### src/rtl/cla_pkg.sv
// Shared constants for the pipelined carry-lookahead adder: ALU opcodes and default geometry.
package cla_pkg;

    localparam int unsigned CLA_WIDTH   = 32;
    localparam int unsigned CLA_GROUP_W = 8;
    localparam int unsigned CLA_STAGES  = 2;

    localparam logic [4:0] ALU_ADD = 5'b00000;
    localparam logic [4:0] ALU_SUB = 5'b00001;

endpackage

### src/rtl/cla_group.sv
// One GROUP_W-bit carry-lookahead group: local sum from an external carry-in,
// plus group propagate/generate for the stage-level lookahead.
module cla_group
    import cla_pkg::*;
#(
    parameter int unsigned GROUP_W = CLA_GROUP_W
) (
    input  logic [GROUP_W-1:0] a,
    input  logic [GROUP_W-1:0] b,
    input  logic               cin,
    output logic [GROUP_W-1:0] s,
    output logic               p,
    output logic               g
);

    logic [GROUP_W-1:0] bit_p;
    logic [GROUP_W-1:0] bit_g;
    logic [GROUP_W-1:0] carry;

    assign bit_p = a ^ b;
    assign bit_g = a & b;

    // Each bit carry as a flat sum of products, so no carry depends on another.
    always_comb begin : bit_lookahead
        logic acc;
        logic prod;
        carry = '0;
        acc   = 1'b0;
        prod  = 1'b0;
        for (int i = 0; i < int'(GROUP_W); i++) begin
            prod = cin;
            for (int m = 0; m < i; m++) prod = prod & bit_p[m];
            acc = prod;
            for (int j = 0; j < i; j++) begin
                prod = bit_g[j];
                for (int m = j + 1; m < i; m++) prod = prod & bit_p[m];
                acc = acc | prod;
            end
            carry[i] = acc;
        end
    end

    always_comb begin : group_generate
        logic prod;
        g    = 1'b0;
        prod = 1'b0;
        for (int j = 0; j < int'(GROUP_W); j++) begin
            prod = bit_g[j];
            for (int m = j + 1; m < int'(GROUP_W); m++) prod = prod & bit_p[m];
            g = g | prod;
        end
    end

    assign p = &bit_p;
    assign s = bit_p ^ carry;

endmodule

### src/rtl/pipelined_cla_adder.sv
// Pipelined carry-lookahead adder/subtractor with valid/ready on both sides.
// Define SATURATE_EN to clamp overflowing results to the signed extreme instead of wrapping.
module pipelined_cla_adder
    import cla_pkg::*;
#(
    parameter int unsigned WIDTH   = CLA_WIDTH,
    parameter int unsigned GROUP_W = CLA_GROUP_W,
    parameter int unsigned STAGES  = CLA_STAGES
) (
    input  logic             clock,
    input  logic             reset_n,
    input  logic             in_valid,
    output logic             in_ready,
    input  logic [WIDTH-1:0] A,
    input  logic [WIDTH-1:0] B,
    input  logic [4:0]       opcode,
    output logic             out_valid,
    input  logic             out_ready,
    output logic [WIDTH-1:0] S,
    output logic             cout,
    output logic             ovf,
    output logic             zero
);

    localparam int unsigned NG   = WIDTH / GROUP_W;
    localparam int unsigned GPS  = NG / STAGES;
    localparam int unsigned SW   = GPS * GROUP_W;
    localparam int unsigned LAST = STAGES - 1;
    localparam int unsigned MIDS = (STAGES > 1) ? STAGES - 1 : 1;

    logic                sub;
    logic [STAGES-1:0]   stg_valid;
    logic [STAGES-1:0]   valid_in;
    logic [STAGES:0]     ready;

    // Inter-stage registers: operands shifted down as they are consumed, sum filled from the top.
    logic [WIDTH-1:0]    stg_a   [MIDS];
    logic [WIDTH-1:0]    stg_bx  [MIDS];
    logic [WIDTH-1:0]    stg_sum [MIDS];
    logic [MIDS-1:0]     stg_carry;

    logic [WIDTH-1:0]    a_cur   [STAGES];
    logic [WIDTH-1:0]    bx_cur  [STAGES];
    logic [WIDTH-1:0]    sum_cur [STAGES];
    logic [WIDTH-1:0]    sum_nxt [STAGES];
    logic [STAGES-1:0]   cin_cur;
    logic [STAGES-1:0]   cout_nxt;

    logic                a_sign;
    logic                b_sign;
    logic [WIDTH-1:0]    s_raw;
    logic [WIDTH-1:0]    s_fin;
    logic                ovf_raw;

    logic [WIDTH-1:0]    s_q;
    logic                cout_q;
    logic                ovf_q;
    logic                zero_q;

    assign sub = |(opcode & ALU_SUB);

    // A stage can take new contents when it is empty or its successor is taking its current ones.
    always_comb begin
        ready         = '0;
        ready[STAGES] = out_ready;
        for (int k = int'(STAGES) - 1; k >= 0; k--) begin
            ready[k] = !stg_valid[k] || ready[k+1];
        end
    end

    always_comb begin
        valid_in    = '0;
        valid_in[0] = in_valid;
        for (int k = 1; k < int'(STAGES); k++) valid_in[k] = stg_valid[k-1];
    end

    assign a_cur[0]   = A;
    assign bx_cur[0]  = B ^ {WIDTH{sub}};
    assign sum_cur[0] = '0;
    assign cin_cur[0] = sub;

    for (genvar k = 1; k < STAGES; k++) begin : gen_stage_in
        assign a_cur[k]   = stg_a[k-1];
        assign bx_cur[k]  = stg_bx[k-1];
        assign sum_cur[k] = stg_sum[k-1];
        assign cin_cur[k] = stg_carry[k-1];
    end

    for (genvar k = 0; k < STAGES; k++) begin : gen_stage
        logic [SW-1:0]  st_sum;
        logic [GPS-1:0] gp;
        logic [GPS-1:0] gg;
        logic [GPS:0]   gc;

        for (genvar g = 0; g < GPS; g++) begin : gen_group
            cla_group #(.GROUP_W(GROUP_W)) u_group (
                .a   (a_cur[k][g*GROUP_W +: GROUP_W]),
                .b   (bx_cur[k][g*GROUP_W +: GROUP_W]),
                .cin (gc[g]),
                .s   (st_sum[g*GROUP_W +: GROUP_W]),
                .p   (gp[g]),
                .g   (gg[g])
            );
        end

        // Second lookahead level: group carries straight from group P/G and the stage carry-in.
        always_comb begin : stage_lookahead
            logic acc;
            logic prod;
            gc    = '0;
            gc[0] = cin_cur[k];
            acc   = 1'b0;
            prod  = 1'b0;
            for (int i = 0; i < int'(GPS); i++) begin
                prod = cin_cur[k];
                for (int m = 0; m <= i; m++) prod = prod & gp[m];
                acc = prod;
                for (int j = 0; j <= i; j++) begin
                    prod = gg[j];
                    for (int m = j + 1; m <= i; m++) prod = prod & gp[m];
                    acc = acc | prod;
                end
                gc[i+1] = acc;
            end
        end

        assign sum_nxt[k]  = WIDTH'({st_sum, sum_cur[k]} >> SW);
        assign cout_nxt[k] = gc[GPS];
    end

    if (STAGES > 1) begin : gen_last_upper
        logic unused_upper;
        assign unused_upper = ^{a_cur[LAST][WIDTH-1:SW], bx_cur[LAST][WIDTH-1:SW]};
    end

    // The last stage holds the operand MSBs in its low slice.
    assign a_sign  = a_cur[LAST][SW-1];
    assign b_sign  = bx_cur[LAST][SW-1];
    assign s_raw   = sum_nxt[LAST];
    assign ovf_raw = (a_sign == b_sign) && (s_raw[WIDTH-1] != a_sign);

`ifdef SATURATE_EN
    always_comb begin
        s_fin = s_raw;
        if (ovf_raw) begin
            s_fin = a_sign ? {1'b1, {(WIDTH-1){1'b0}}} : {1'b0, {(WIDTH-1){1'b1}}};
        end
    end
`else
    assign s_fin = s_raw;
`endif

    always_ff @(posedge clock or negedge reset_n) begin
        if (!reset_n) begin
            stg_valid <= '0;
            stg_carry <= '0;
            for (int k = 0; k < int'(MIDS); k++) begin
                stg_a[k]   <= '0;
                stg_bx[k]  <= '0;
                stg_sum[k] <= '0;
            end
            s_q    <= '0;
            cout_q <= 1'b0;
            ovf_q  <= 1'b0;
            zero_q <= 1'b0;
        end else begin
            for (int k = 0; k < int'(STAGES); k++) begin
                if (ready[k]) stg_valid[k] <= valid_in[k];
            end
            for (int k = 0; k < int'(STAGES) - 1; k++) begin
                if (ready[k] && valid_in[k]) begin
                    stg_a[k]     <= a_cur[k] >> SW;
                    stg_bx[k]    <= bx_cur[k] >> SW;
                    stg_sum[k]   <= sum_nxt[k];
                    stg_carry[k] <= cout_nxt[k];
                end
            end
            if (ready[LAST] && valid_in[LAST]) begin
                s_q    <= s_fin;
                cout_q <= cout_nxt[LAST];
                ovf_q  <= ovf_raw;
                zero_q <= (s_fin == '0);
            end
        end
    end

    assign in_ready  = ready[0];
    assign out_valid = stg_valid[LAST];
    assign S         = s_q;
    assign cout      = cout_q;
    assign ovf       = ovf_q;
    assign zero      = zero_q;

endmodule

### config.mk
export PLATFORM = sky130hd
export DESIGN_NAME = pipelined_cla_adder
export DESIGN_NICKNAME = d
export VERILOG_FILES = /design/src/rtl/cla_pkg.sv /design/src/rtl/cla_group.sv /design/src/rtl/pipelined_cla_adder.sv
export SDC_FILE = /design/constraint.sdc
export NUM_CORES = 1
export LEC_CHECK = 0
export ABC_AREA = 1
export ABC_CLOCK_PERIOD_IN_PS = 8300
export BUFFER_PORTS_ARGS = -buffer_cell sky130_fd_sc_hd__clkbuf_2
export CORE_AREA = 2 2 95 97
export DETAILED_ROUTE_END_ITERATION = 10
export DIE_AREA = 0 0 97 99
export PLACE_DENSITY = 0.84
export SLEW_MARGIN = 20
export SYNTH_ARGS = -nofsm -noshare
export SYNTH_HDL_FRONTEND = slang
export SYNTH_SLANG_ARGS = --single-unit
### constraint.sdc
create_clock -name clock -period 8.3 [get_ports clock]
set_clock_uncertainty 0.15 [all_clocks]
set_input_delay 1.66 -clock clock [delete_from_list [all_inputs] [get_ports clock]]
set_output_delay 1.66 -clock clock [all_outputs]
set_load 0.01 [all_outputs]
# After elaboration in Yosys (flattened, before gate mapping)
# Index checks and enable logic that the tools add are counted.
word_totals:
  ff_bits: 86
  in_bits: 73
  output_inout_bits: 37
  wordCells: 329
classes:
  eq_ne: 2
  n_bitwise: 305
  n_reduce_logical: 12
ops:
  columns: ["operator", "n"]
  rows:
  - ["$and 1x1->1", 146]
  - ["$or 1x1->1", 146]
  - ["$xor 8x8->8", 8]
  - ["$and 8x8->8", 4]
  - ["$logic_not 32->1", 1]
  - ["$reduce_and 8->1", 4]
  - ["$xor 32x32->32", 1]
  - ["$logic_and 1x1->1", 3]
  - ["$logic_not 1->1", 2]
  - ["$logic_or 1x1->1", 2]
  - ["$eq 1x1->1", 1]
  - ["$ne 1x1->1", 1]

# Depth between registers and ports, before layout
logic_depth:
  word_depth: 33
  ltp_mapped: 25
  ltp_nobuf: 25

# Cells and area by module
# From an unflattened synthesis, not the netlist that was laid out.
unflattened:
  hier_cells: 659
  hier_area_um2: 5265.0
modules_own_cells:
  columns: ["module", "n_inst", "cells_each", "area_each_um2", "seq_area_each_um2"]
  rows:
  - ["pipelined_cla_adder", 1, 409, 3643.5, 2152.1]
  - ["cla_group at gen_stage[0].gen_group[1].u_group ...", 3, 59, 377.9, 0.0]
  - ["cla_group at gen_stage[0].gen_group[0].u_group", 1, 73, 488.0, 0.0]

# Worst setup path before layout
# No wires, ideal clock.
synth_timing:
  kind: "input-to-reg"
  start: "input port opcode[0]"
  end: "register stg_sum[31] (netlist name)"
  setup_ps: 129
  t_arrival_ps: 4220
  setup_slack_ps: 3801
  stages: 23
  path_buffers: 2
  path_cell_list: "clkbuf_1 -> buf_2 -> xor2_1 -> ha_1 -> a21oi_1 -> o21ai_0 -> nand2_1 -> o21ai_0 -> nor3_1 -> nand2_1 -> ha_1 -> nand2_1 -> nand3_1 -> nand2_1 -> nand2_1 -> nand2_1 -> nand2_1 -> nand3_1 -> nand2_1 -> nand2_1 -> nand3b_1 -> nand3_1 -> o21ai_1"
synth_between:
  elab_chain_len: 32
synth_lines:
  columns: ["item", "line_no", "text"]
  rows:
  - ["start: declaration", "pipelined_cla_adder.sv:16", "input logic [4:0] opcode,"]
  - ["$xor 32x32->32", "pipelined_cla_adder.sv:78", "assign bx_cur[0] = B ^ {WIDTH{sub}};"]
  - ["$and 8x8->8 or $xor 8x8->8 (tied branches)", "cla_group.sv:21, cla_group.sv:20", null]
  - ["$and 1x1->1 (7 in series)", "cla_group.sv:49", "for (int m = j + 1; m < int'(GROUP_W); m++) prod = prod & bit_p[m];"]
  - ["$or 1x1->1 (7 in series)", "cla_group.sv:50", "g = g | prod;"]
  - ["$or 1x1->1", "pipelined_cla_adder.sv:121", "acc = acc | prod;"]
  - ["$and 1x1->1 (7 in series)", "cla_group.sv:32", "for (int m = 0; m < i; m++) prod = prod & bit_p[m];"]
  - ["$or 1x1->1 (7 in series)", "cla_group.sv:37", "acc = acc | prod;"]
  - ["$xor 8x8->8 (*)", "cla_group.sv:55", "assign s = bit_p ^ carry;"]
  - ["end signal: indexed assignment", "pipelined_cla_adder.sv:174", "stg_sum[k] <= sum_nxt[k];"]
  - ["end: declaration", "pipelined_cla_adder.sv:39", "logic [WIDTH-1:0] stg_sum [MIDS];"]
# Mark *: on every way between the ends. The rest lies on a longest branch, timed or not.
# A chain may end at the register's enable or synchronous reset.

# Worst setup path in the final report
# Same ends and word-level chain as after synthesis.

==> reports/qor.yml <==
timing:
  hold_violations: 0
  setup_viol: 0
  fmax_ghz: 0.2028
  relSlewSlack_pct: 31.47
  tns_ns: 0
  rsz0062_at_grt: "false"
  whs_ns: 0.3312
  fin_crit_sh_pct: 59.41
  slew_viol_final: 0
  max_slew.worst_pin.slew_ns: 1.028
  min_period_ns: 4.931
clock_tree:
  cts_sinks: 86
  clock_latency_ns: 0.36
  cts.root.buffer_cell: "clkbuf_8"
  cts-buffers-inserted: 9
  cts_resized: 0
  cts_tree: "built"
  htree_levels: 3
  postCtsSetupBuffers: 0
  hold_buffers: 0
  cts_buffer_depth: 2
  clkSlewWorstSetupHoldPaths_ns: 0.08
floorplan:
  die_h_um: 99
  initial_core_util_pct: 57.73
  die_area_um2: 9603
  ios: 110
  fp.dieW_um: 97
  rows: 34
  coreArea_um2: 8551
synth:
  syn-instance-count: 594
  async_flop_share_pct: 100.0
  synth_warnings: 0
  syn_area_per_cell_um2: 8.310
  synth_nets: 706
  synth.distinct_cells: 36
  yosys_register_bits: 86
  synth_edf_count: 0
  netlist_area_um2: 4936
  yosys_most_used_dff: "dfrtp_1"
  ys_seq_area_share_pct: 43.60
critical_path:
  crit_path_cell_trace: "clkbuf_2 -> xor2_1 -> ha_1 -> a21oi_1 -> o21ai_0 -> nand2_1 -> o21ai_0 -> nor3_1 -> nand2_1 -> ha_1 -> nand2_1 -> nand3_1 -> nand2_1 -> nand2_1 -> nand2_1 -> nand2_1 -> nand3_1 -> nand2_1 -> nand2_1 -> nand2_1 -> nand2_1 -> nand3_1 -> o21ai_1"
  critPathArrivalTime_ns: 5.05
  crit_path_end_kind: "register"
  cp_data_required_time_ns: 8.42
  cp_max_fo: 35
  path_class: "in -> reg"
  cp-start-kind: "input pin"
  cpMaxStageDelayCell: "clkbuf_2"
  cpMostUsedCell: "nand2_1"
  critical_path.top_delay_family: "simple AND/OR/NAND/NOR gates"
  critPathBufInv: 1
  cpPeakStageDelay_ns: 0.55
  r2r_slack_ns: 5.21
drt:
  vias_per_cell: 5.129
  ant_nets: 0
  wl_per_cell_um: 13.41
  vias: 4124
  drc: 0
  drtPass1Iterations: 4
  routed_wl_um: 10780
  drt_iter0_markers: 165
placed_design:
  place_area_um2: 5527
  globalplace.congestion: 0.8970
  portBuffers: 105
  dp_hpwl_um: 8112
global_route:
  grtUsageTotal_pct: 23.93
  grt_pass1_vias: 4110
  grt_pass1_wl_um: 18740
  grt-ovfl-total: 0
  grt_max_degree: 87
  antenna_found_initial: 0
power:
  power_density_nw_per_um2: 257.5
  peakVddDrop_v: 0.0001048
  leakagePower_nw: 3.103
  finalPower_w: 0.001477
flow_run:
  maxCapViolCount: 0
final_layout:
  area_delta_synth_final_pct: 16.20
  n_antenna_cell: 0
  finish.utilization_pct: 67.08
  final_area_um2: 5736
  num-nets-final: 803
  drive_above_1_share_pct: 21.55
run_status:
  status: "finished clean"
min_path:
  hold_path.class: "reg -> reg"
registers in the layout (all words and copies together), names as in the netlist:
name / count
S: 32
stg_a: 16
stg_bx: 16
stg_sum: 16
stg_valid: 2
cout: 1
ovf: 1
stg_carry: 1
zero: 1
final timing paths:
path	depth (start not counted)	to	startpoint
min reg2reg	2	S[10]	S[10]
min	2	S[10]	S[10]
max reg2reg	20	zero	stg_bx[1]
max	23	stg_sum[31]	opcode[0]
min in group asynchronous	1	stg_sum[27]	reset_n
max in group asynchronous	1	S[26]	reset_n
power breakdown:
part	switching (W)	internal [W]	leakage (nW)	total [W]
sequential	0.0000779	0.000536	1.05	0.000614
clock	0.000156	0.000149	0.0993	0.000305
combinational	0.000339	0.000219	1.95	0.000558
cell usage after synthesis (3+ instances only):
master | instances | area share, %
clkbuf_1 | 11 | 0.84
nand2_1 | 207 | 16
xnor2_1 | 24 | 4.3
ha_1 | 36 | 9.1
nor3_1 | 5 | 0.51
dfrtp_1 | 86 | 44
nand2_2 | 13 | 1.6
a31oi_1 | 3 | 0.38
xor2_1 | 24 | 4.3
nand3_1 | 16 | 1.6
fa_1 | 3 | 1.2
buf_2 | 9 | 0.91
inv_2 | 3 | 0.23
nand4_1 | 3 | 0.38
nor2_1 | 29 | 2.2
a21oi_1 | 12 | 1.2
inv_1 | 40 | 3.0
o21ai_0 | 45 | 4.6
metrics by stage:
| step | setup slack (ns) | instances |
|---|---|---|
| 4_1_cts | 3.413 | 804 |
| 3_5_place_dp | 3.036 | 788 |
| 3_3_place_gp | 3.192 | 788 |
| 2_1_floorplan | 3.801 | 594 |
| 5_1_grt | 3.001 | 804 |
| 6_report | 3.369 | 804 |
placed cells by master (no fill, tap or decap), types with 14 or more instances in the layout:
cell        n
inv_1      39
xor2_1     24
nand3_1    16
nand2_2    14
o21ai_0    45
xnor2_1    24
ha_1       36
nor2_1     29
clkbuf_2  104
dfrtp_1    86
nand2_1   206
logic make-up (layout without fill, tap and decap cells):
logic type	after synthesis	in the layout	share of synthesized area [%]
simple gates	281	281	23.68
flops	86	86	43.60
compound gates	74	74	8.239
buf+inv	64	166	5.095
xor+xnor	49	49	8.847
fa+ha+maj	39	39	10.34
mux	1	1	0.2028
per-layer routing:
| layer | wire, µm | GRT usage (%) |
|---|---|---|
| met3 | 577 | 4.184 |
| met4 | 181 | 6.934 |
| met5 | 0 | 0 |
| met2 | 5123 | 39.90 |
| met1 | 4899 | 32.43 |
worst register-to-register path, stage by stage (launching register included):
cell	delay, ns
dfrtp_1	0.39
ha_1	0.37
nand2_2	0.11
nand3_1	0.09
nand2_1	0.06
nand2_1	0.05
nand2_1	0.06
nand2_1	0.05
nand2_1	0.06
nand2_1	0.05
nand2_1	0.05
nand2_1	0.13
fa_1	0.43
xor2_1	0.18
nor3_1	0.20
nand4_1	0.13
nor2_1	0.11
nand3_1	0.08
nor2_1	0.14
nand3_1	0.10
nand2_1	0.07
layout make-up:
| cell class | instances | area, µm² |
|---|---|---|
| clock buffers | 10 | 137.6 |
| repair buffers | 107 | 546.8 |
| multi-input cells | 444 | 2535 |
| clock inverters | 6 | 67.56 |
| flip-flops and latches | 86 | 2152 |
| inverters | 43 | 161.4 |
| well taps | 108 | 135.1 |
| fillers | 695 | 2815 |
No activity file was read; power rests on OpenSTA's default activity.
